`config.mk`:
```
export PLATFORM = sky130hd
export DESIGN_NAME = game_controller_flat
export DESIGN_NICKNAME = d
export VERILOG_FILES = /design/src/rtl/game_ctrl_pkg.sv /design/src/rtl/game_controller_if.sv /design/src/rtl/btn_edge_sync.sv /design/src/rtl/game_controller.sv /design/src/flat_wrapper.sv
export SDC_FILE = /design/constraint.sdc
export NUM_CORES = 1
export LEC_CHECK = 0
export CORE_UTILIZATION = 38
export CTS_CLUSTER_DIAMETER = 30
export DETAILED_ROUTE_END_ITERATION = 16
export MAX_ROUTING_LAYER = met4
export PLACE_DENSITY = 0.72
export SLEW_MARGIN = 20
export SYNTH_ARGS = -nofsm -noshare
export SYNTH_HDL_FRONTEND = slang
export SYNTH_SLANG_ARGS = --single-unit
export TNS_END_PERCENT = 20
```
`constraint.sdc`:
```
create_clock -name clock_50 -period 1.5 [get_ports clock_50]
set_input_delay 0.3 -clock clock_50 [delete_from_list [all_inputs] [get_ports clock_50]]
set_output_delay 0.3 -clock clock_50 [all_outputs]
set_load 0.02 [all_outputs]
```
`src/rtl/game_ctrl_pkg.sv`:
```
// Shared types and defaults for the memory-game control unit.
package game_ctrl_pkg;

  localparam int unsigned SYNC_STAGES_DEF = 2;
  localparam int unsigned HOLD_CYCLES_DEF = 250000000;
  localparam int unsigned CNT_W_DEF       = 28;

  typedef enum logic [2:0] {
    ST_INIT      = 3'd0,
    ST_SETUP     = 3'd1,
    ST_START     = 3'd2,
    ST_PLAY_FPGA = 3'd3,
    ST_PLAY_USER = 3'd4,
    ST_CHECK     = 3'd5,
    ST_NEXT      = 3'd6,
    ST_RESULT    = 3'd7
  } state_t;

  typedef struct packed {
    logic r1;
    logic r2;
    logic e1;
    logic e2;
    logic e3;
    logic e4;
    logic sel;
  } cmd_t;

  // Datapath command word driven while sitting in a given state.
  function automatic cmd_t state_cmd(state_t s);
    cmd_t c;
    c = '0;
    case (s)
      ST_INIT:      begin c.r1 = 1'b1; c.r2 = 1'b1; end
      ST_SETUP:     c.e1  = 1'b1;
      ST_START:     c.r2  = 1'b1;
      ST_PLAY_FPGA: c.e3  = 1'b1;
      ST_PLAY_USER: c.e2  = 1'b1;
      ST_NEXT:      c.e4  = 1'b1;
      ST_RESULT:    c.sel = 1'b1;
      default:      c = '0;
    endcase
    return c;
  endfunction

endpackage

```
`src/rtl/game_controller_if.sv`:
```
// Command/status lines between the game controller and its datapath.
interface game_controller_if;

  logic r1;
  logic r2;
  logic e1;
  logic e2;
  logic e3;
  logic e4;
  logic sel;

  logic end_fpga;
  logic end_user;
  logic end_time;
  logic win;
  logic match;

  modport master (
    output r1, r2, e1, e2, e3, e4, sel,
    input  end_fpga, end_user, end_time, win, match
  );

  modport slave (
    input  r1, r2, e1, e2, e3, e4, sel,
    output end_fpga, end_user, end_time, win, match
  );

endinterface

```
`src/rtl/btn_edge_sync.sv`:
```
// Synchronises an active-low push button and emits one pulse per press.
module btn_edge_sync #(
  parameter int unsigned P_STAGES = 2
) (
  input  logic clk,
  input  logic rst,
  input  logic btn_n,
  output logic pulse
);

  logic [P_STAGES-1:0] sync;
  logic                prev;

  // Flops reset to the released level so reset exit never looks like a press.
  always_ff @(posedge clk or posedge rst) begin
    if (rst) begin
      sync  <= '1;
      prev  <= 1'b1;
      pulse <= 1'b0;
    end else begin
      sync  <= {sync[P_STAGES-2:0], btn_n};
      prev  <= sync[P_STAGES-1];
      pulse <= prev & ~sync[P_STAGES-1];
    end
  end

endmodule

```
`src/rtl/game_controller.sv`:
```
// Moore sequencer for the memory game.
// Optional GAME_CTRL_AUTO_RESTART_EN: RESULT auto-returns to INIT after P_HOLD_CYCLES.
module game_controller
  import game_ctrl_pkg::*;
#(
  parameter int unsigned P_SYNC_STAGES = SYNC_STAGES_DEF,
  parameter int unsigned P_HOLD_CYCLES = HOLD_CYCLES_DEF,
  parameter int unsigned P_CNT_W       = CNT_W_DEF
) (
  input  logic               clock_50,
  input  logic               reset,
  input  logic               enter_n,
  game_controller_if.master  bus,
  output logic [2:0]         state_o
);

  if (P_SYNC_STAGES < 2 || P_CNT_W == 0 || P_CNT_W > 63 ||
      (64'(1) << P_CNT_W) <= 64'(P_HOLD_CYCLES)) begin : g_param_check
    $error("game_controller: illegal parameter combination");
  end

  state_t state;
  state_t state_nxt;
  cmd_t   cmd;
  logic   enter_p;
  logic   hold_done;

  btn_edge_sync #(.P_STAGES(P_SYNC_STAGES)) u_enter_sync (
    .clk   (clock_50),
    .rst   (reset),
    .btn_n (enter_n),
    .pulse (enter_p)
  );

`ifdef GAME_CTRL_AUTO_RESTART_EN
  logic [P_CNT_W-1:0] hold_cnt;

  // Held at zero outside RESULT, so it restarts on every entry; stops at terminal count.
  always_ff @(posedge clock_50 or posedge reset) begin
    if (reset) begin
      hold_cnt <= '0;
    end else if (state != ST_RESULT) begin
      hold_cnt <= '0;
    end else if (hold_cnt != P_CNT_W'(P_HOLD_CYCLES - 1)) begin
      hold_cnt <= hold_cnt + P_CNT_W'(1);
    end
  end

  assign hold_done = (state == ST_RESULT) && (hold_cnt == P_CNT_W'(P_HOLD_CYCLES - 1));
`else
  assign hold_done = 1'b0;
`endif

  function automatic state_t fsm_next(state_t s, logic ent, logic ef, logic eu,
                                      logic et, logic w, logic m, logic hd);
    state_t n;
    n = s;
    case (s)
      ST_INIT:      n = ST_SETUP;
      ST_SETUP:     if (ent) n = ST_START;
      ST_START:     n = w ? ST_RESULT : ST_PLAY_FPGA;
      ST_PLAY_FPGA: if (ef) n = ST_PLAY_USER;
      ST_PLAY_USER: if (et) n = ST_RESULT;
                    else if (eu) n = ST_CHECK;
      ST_CHECK:     n = m ? ST_NEXT : ST_RESULT;
      ST_NEXT:      n = ST_START;
      ST_RESULT:    if (ent || hd) n = ST_INIT;
      default:      n = ST_INIT;
    endcase
    return n;
  endfunction

  assign state_nxt = fsm_next(state, enter_p, bus.end_fpga, bus.end_user,
                              bus.end_time, bus.win, bus.match, hold_done);

  // Command word is registered alongside the state it belongs to.
  always_ff @(posedge clock_50 or posedge reset) begin
    if (reset) begin
      state <= ST_INIT;
      cmd   <= state_cmd(ST_INIT);
    end else begin
      state <= state_nxt;
      cmd   <= state_cmd(state_nxt);
    end
  end

  assign bus.r1  = cmd.r1;
  assign bus.r2  = cmd.r2;
  assign bus.e1  = cmd.e1;
  assign bus.e2  = cmd.e2;
  assign bus.e3  = cmd.e3;
  assign bus.e4  = cmd.e4;
  assign bus.sel = cmd.sel;
  assign state_o = 3'(state);

endmodule

```
`src/flat_wrapper.sv`:
```
// flat-port wrapper written by rule: the top's interface ports become plain ports
module game_controller_flat import game_ctrl_pkg::*;
#(
  parameter int unsigned P_SYNC_STAGES = SYNC_STAGES_DEF,
  parameter int unsigned P_HOLD_CYCLES = HOLD_CYCLES_DEF,
  parameter int unsigned P_CNT_W       = CNT_W_DEF
)
  (clock_50, reset, enter_n, state_o, bus_r1, bus_r2, bus_e1, bus_e2, bus_e3, bus_e4, bus_sel, bus_end_fpga, bus_end_user, bus_end_time, bus_win, bus_match);
  game_controller_if bus_i ();
  input  logic clock_50;
  input  logic reset;
  input  logic enter_n;
  output logic [2:0] state_o;
  output wire logic [$bits(bus_i.r1)-1:0] bus_r1;
  output wire logic [$bits(bus_i.r2)-1:0] bus_r2;
  output wire logic [$bits(bus_i.e1)-1:0] bus_e1;
  output wire logic [$bits(bus_i.e2)-1:0] bus_e2;
  output wire logic [$bits(bus_i.e3)-1:0] bus_e3;
  output wire logic [$bits(bus_i.e4)-1:0] bus_e4;
  output wire logic [$bits(bus_i.sel)-1:0] bus_sel;
  input wire logic [$bits(bus_i.end_fpga)-1:0] bus_end_fpga;
  input wire logic [$bits(bus_i.end_user)-1:0] bus_end_user;
  input wire logic [$bits(bus_i.end_time)-1:0] bus_end_time;
  input wire logic [$bits(bus_i.win)-1:0] bus_win;
  input wire logic [$bits(bus_i.match)-1:0] bus_match;
  assign bus_r1 = bus_i.r1;
  assign bus_r2 = bus_i.r2;
  assign bus_e1 = bus_i.e1;
  assign bus_e2 = bus_i.e2;
  assign bus_e3 = bus_i.e3;
  assign bus_e4 = bus_i.e4;
  assign bus_sel = bus_i.sel;
  assign bus_i.end_fpga = bus_end_fpga;
  assign bus_i.end_user = bus_end_user;
  assign bus_i.end_time = bus_end_time;
  assign bus_i.win = bus_win;
  assign bus_i.match = bus_match;
  game_controller #(.P_SYNC_STAGES(P_SYNC_STAGES), .P_HOLD_CYCLES(P_HOLD_CYCLES), .P_CNT_W(P_CNT_W)) u_core (.clock_50(clock_50), .reset(reset), .enter_n(enter_n), .bus(bus_i), .state_o(state_o));
endmodule
```
# Word-level counts from Yosys, hierarchy flattened
# Index checks and enable logic that the tools add are counted.
# op_classes
n_eq_ne	13
n_reduce_logical	3
bitwise_logic	2
mux	15
# op_table
operator	n
3-bit one-hot mux with 8 select lines	1
3-bit equality test (second input constant)	7
3-bit two-way mux	6
3-bit by 2-bit equality test with 1-bit output (second input constant)	4
1-bit two-way mux	8
3-bit by 1-bit equality test with 1-bit output (second input constant)	2
3-bit logical NOT	2
2-bit OR reduction	1
1-bit bitwise AND	1
1-bit inverter	1
# totals
reg_bits	14
wordCells	44
out_inout_bits	10
in_bits	8

# Longest topological paths before layout
# depth
ltp_word	6
ltp_mapped	5

# Hierarchy
# From an unflattened synthesis, not the netlist that was laid out.
# unflattened
cells_unflattened	44
hier_area_um2	583.1
# modules_own_cells
mod	seq_area_each_um2	instances	cells_each	area_each_um2
game_controller	252.7	1	38	461.7
btn_edge_sync	103.8	1	6	121.4

# Worst setup path before layout
# OpenSTA, ideal clock, no wires.
# synth_path
path_type	register to register
startpoint	register u_core.state[0], in the netlist u_core.state_o[0]
endpoint	register u_core.cmd, in the netlist u_core.bus.sel
synth_period_minus_slack_ns	1.515
stages_incl_launch_ff	6
path_buffers	0
path_slack_ns	-0.015
required_ns	1.380
t_arrival_ns	1.394
cell_sequence	dfrtp_1 -> mux2i_1 -> nor3b_1 -> a21oi_1 -> inv_1 -> and3_2
# synth_via
elab_cells_between_ends	16
classes_between	eq/ne (8); mux (7); reduce/logical (1)
# synth_lines
item	line_no	source
start: declaration	game_controller.sv:22	state_t state;
start signal: assignment	game_controller.sv:82	state <= state_nxt;
3-bit equality test, or another cell as far along	game_controller.sv:58	case (s)
3-bit one-hot mux with 8 select lines *	game_controller.sv:58	
named net u_core.state_nxt[2]	game_controller.sv:23	state_t state_nxt;
3-bit equality test *	game_ctrl_pkg.sv:33	case (s)
1-bit two-way mux *	game_ctrl_pkg.sv:33	
end signal: assignment	game_controller.sv:80	cmd <= state_cmd(ST_INIT);
end signal: assignment	game_controller.sv:83	cmd <= state_cmd(state_nxt);
end: declaration	game_controller.sv:24	cmd_t cmd;
# Mark *: on every way through the listed nets, which the timed path passes. The rest lies on a longest branch.

# Final worst setup path
# layout_path
startpoint	input port bus_end_fpga
endpoint	register u_core.cmd, in the netlist u_core.bus.sel
# layout_via
elab_chain_len	4
# layout_lines
item	line_no	source
start: declaration	flat_wrapper.sv:21	input wire logic [$bits(bus_i.end_fpga)-1:0] bus_end_fpga;
3-bit two-way mux	game_controller.sv:62	ST_PLAY_FPGA: if (ef) n = ST_PLAY_USER;
3-bit one-hot mux with 8 select lines	game_controller.sv:58	
named net u_core.state_nxt[1]	game_controller.sv:23	
3-bit equality test	game_ctrl_pkg.sv:33	
1-bit two-way mux	game_ctrl_pkg.sv:33	
# The timed path passes the listed nets, and every way through them passes these cells.

==> flow_summary.json <==
{
  "diodes": 0,
  "place_congestion": 0.6580,
  "grt_pass1_vias": 345,
  "layout_min_cycle_time_ns": 1.413,
  "required_ns": 1.72,
  "cts_buffers": 3,
  "synth_area_leaders": "dfrtp_1 (41%), dfstp_2 (24%), mux2i_1 (7.2%)",
  "arrival_ns": 1.63,
  "async_reset_ff_share_pct": 100.0,
  "rsz0062_at_grt": "false",
  "powerDensity_nw_per_um2": 2060,
  "setup_viol": 0,
  "die-area_sq_um": 1615,
  "reg2reg_slack_ns": 0.10,
  "area_delta_synth_final_pct": 44.24,
  "finalSetupTns_ns": 0,
  "vias": 378,
  "r2r-start": "u_core.state_o[2]$_DFF_PP0_",
  "synthesis.area_sq_um": 554.3,
  "cts-root-buf": "clkbuf_4",
  "synth_ff_type": "dfrtp_1",
  "synth_top_area_cell": "dfrtp_1",
  "holdBufCountCts": 0,
  "slew_headroom_pct": 66.66,
  "final_area_sq_um": 799.5,
  "drc": 0,
  "fp.dieW_um": 40.19,
  "r2r_end": "u_core.bus.sel$_DFF_PP0_",
  "cp-end-kind": "flip-flop",
  "wl_um": 952,
  "synth_area_per_cell_sq_um": 14.21,
  "post-route-period-util_pct": 94.18,
  "fin_worst_skew_ns": 0.005382,
  "status": "finished clean",
  "fmax_mhz": 707.9,
  "worstMarginPinSlew_ns": 0.4995,
  "initial_core_util_pct": 41.56,
  "synth_top_area_share_pct": 40.63,
  "vdd.ir_drop.worst_mv": 0.9352,
  "ys_ff_latch": 14,
  "core_sq_um": 1334,
  "synth_cell_types": 18,
  "crit_start": "bus_end_fpga",
  "wl_per_cell_um": 11.90,
  "hold_class": "input port to asynchronous set/reset pin",
  "viasPerCell": 4.725,
  "nNetsFinal": 74,
  "cts.clk_slew.worst_paths_ns": 0.08,
  "reg2reg_depth": 3,
  "grt_pass1_wl_mm": 1.490,
  "io_buffer_count": 17,
  "first_pass_iters": 2,
  "ant_nets": 0,
  "place_hpwl_um": 712.7,
  "grt-ovfl-total": 0,
  "synth_edf_count": 0,
  "cts_tree": "built",
  "drt-initial-drc-count": 1,
  "hold_viol": 0,
  "maxCapViolations": 0,
  "antenna_found_initial": 0,
  "clockBufferDepth": 2,
  "place_area_sq_um": 777.0,
  "syn_nets": 47,
  "ys_warn_count": 0,
  "yosys-top-cells-count": "dfrtp_1 (9), dfstp_2 (5), mux2i_1 (4), inv_1 (3), nor3_1 (3)",
  "synthCells": 39,
  "p_leak_nw": 0.3982,
  "yosysMostFrequentCell": "dfrtp_1",
  "grt_max_degree": 15,
  "fp.dieH_um": 40.19,
  "worstSkewPairLatency_ns": 0.27,
  "final_layout_size_suffix_gt1_share_pct": 33.85,
  "setup.worst_path.start_class": "input port",
  "synth-seq-area-share_pct": 64.33,
  "worstSetupPathType": "input port to flip-flop",
  "rows": 13,
  "slew_viol_final": 0,
  "track_usage_pct": 15.95,
  "ios": 18,
  "cts.sink_count": 14,
  "h-tree-depth": 1,
  "worstPathMaxFanout": 6
}
-- logic make-up after synthesis --
family | share of synthesized area, %
buffers and inverters | 2.934
DFF | 64.34
muxes | 9.932
AOI/OAI and AO/OA | 11.29
and+or+nand+nor | 11.51
-- area by class of cell --
cell class	count	area [sq um]
clock buffer	4	26.28
multi-input combinational	21	181.4
fill	116	534.3
inverter	3	11.26
tap	15	18.77
timing repair buffer	23	202.7
sequential	14	359.1
-- layer usage --
layer / vias up / GRT usage [%] / wire length (um) / part of all wire [%]
li1: 187 / - / - / -
met1: 177 / 16.43 / 386 / 41
met2: 14 / 25.00 / 493 / 52
met3: 0 / 10.00 / 72 / 7.6
met4: 0 / 5.000 / 0 / 0
met5: - / - / 0 / 0
-- metrics by stage --
stage               setup WS (ns)  instances  total power [mW]  utilization, %  hold WS [ns]
finish                    0.08735         80             1.647           59.94        0.3435
global route              0.02913         80             1.772           59.94        0.3676
CTS                       0.04294         79             1.646           59.38        0.3506
detailed placement        -0.2059         75             1.502           58.26        0.3499
global placement          -0.1806         75             1.486           58.26        0.3506
floorplan                0.008094         39             1.087               -        0.1856
-- where the power goes --
group          internal, mW  switching, mW
Clock                 0.103          0.108
Sequential            0.515          0.105
Combinational         0.420          0.396
-- registers in the layout, indices dropped and copies added (netlist names) --
register	count
u_core.u_enter_sync.prev	1
u_core.bus.e1	1
u_core.bus.sel	1
u_core.state_o	3
u_core.u_enter_sync.sync	2
u_core.u_enter_sync.pulse	1
u_core.bus.e4	1
u_core.bus.e2	1
u_core.bus.e3	1
u_core.bus.r1	1
u_core.bus.r2	1
-- critical path, cell delays in order --
cell             delay (ns)
clkdlybuf4s50_1        0.44
mux2_4                 0.29
a311oi_4               0.37
and3_2                 0.23
-- cells in the final DEF (no fill, tap or decap) --
| cell type | instances |
|---|---|
| a211oi_1 | 1 |
| a21oi_1 | 1 |
| a21oi_2 | 1 |
| a311oi_4 | 1 |
| and3_2 | 2 |
| buf_4 | 6 |
| clkbuf_1 | 1 |
| clkbuf_4 | 3 |
| clkdlybuf4s50_1 | 7 |
| dfrtp_1 | 7 |
| dfrtp_2 | 2 |
| dfstp_2 | 5 |
| dlygate4sd2_1 | 10 |
| inv_1 | 3 |
| mux2_4 | 1 |
| mux2i_1 | 4 |
| nor2_1 | 2 |
| nor2b_1 | 1 |
| nor3_1 | 3 |
| nor3b_1 | 1 |
| nor3b_2 | 1 |
| o211a_1 | 1 |
| o21ai_0 | 1 |
-- how the worst max path moves through the flow --
stage | to | slack, ns
2_1_floorplan | u_core.bus.e4$_DFF_PP0_ | 0.008
5_1_grt | state_o[1] | 0.03
6_report | u_core.bus.sel$_DFF_PP0_ | 0.09
4_1_cts | u_core.bus.sel$_DFF_PP0_ | 0.04
3_5_place_dp | u_core.bus.sel$_DFF_PP0_ | -0.21
3_3_place_gp | u_core.bus.e4$_DFF_PP0_ | -0.18
-- what timing repair did --
action / in CTS / in global routing
setup buffers: 0 / 1
gates resized for setup: 11 / 0
cloned: 0 / 0
endpoints found under the setup margin: 13 / 3
pin swaps: 0 / 1
(Power assumes the default switching activity.)
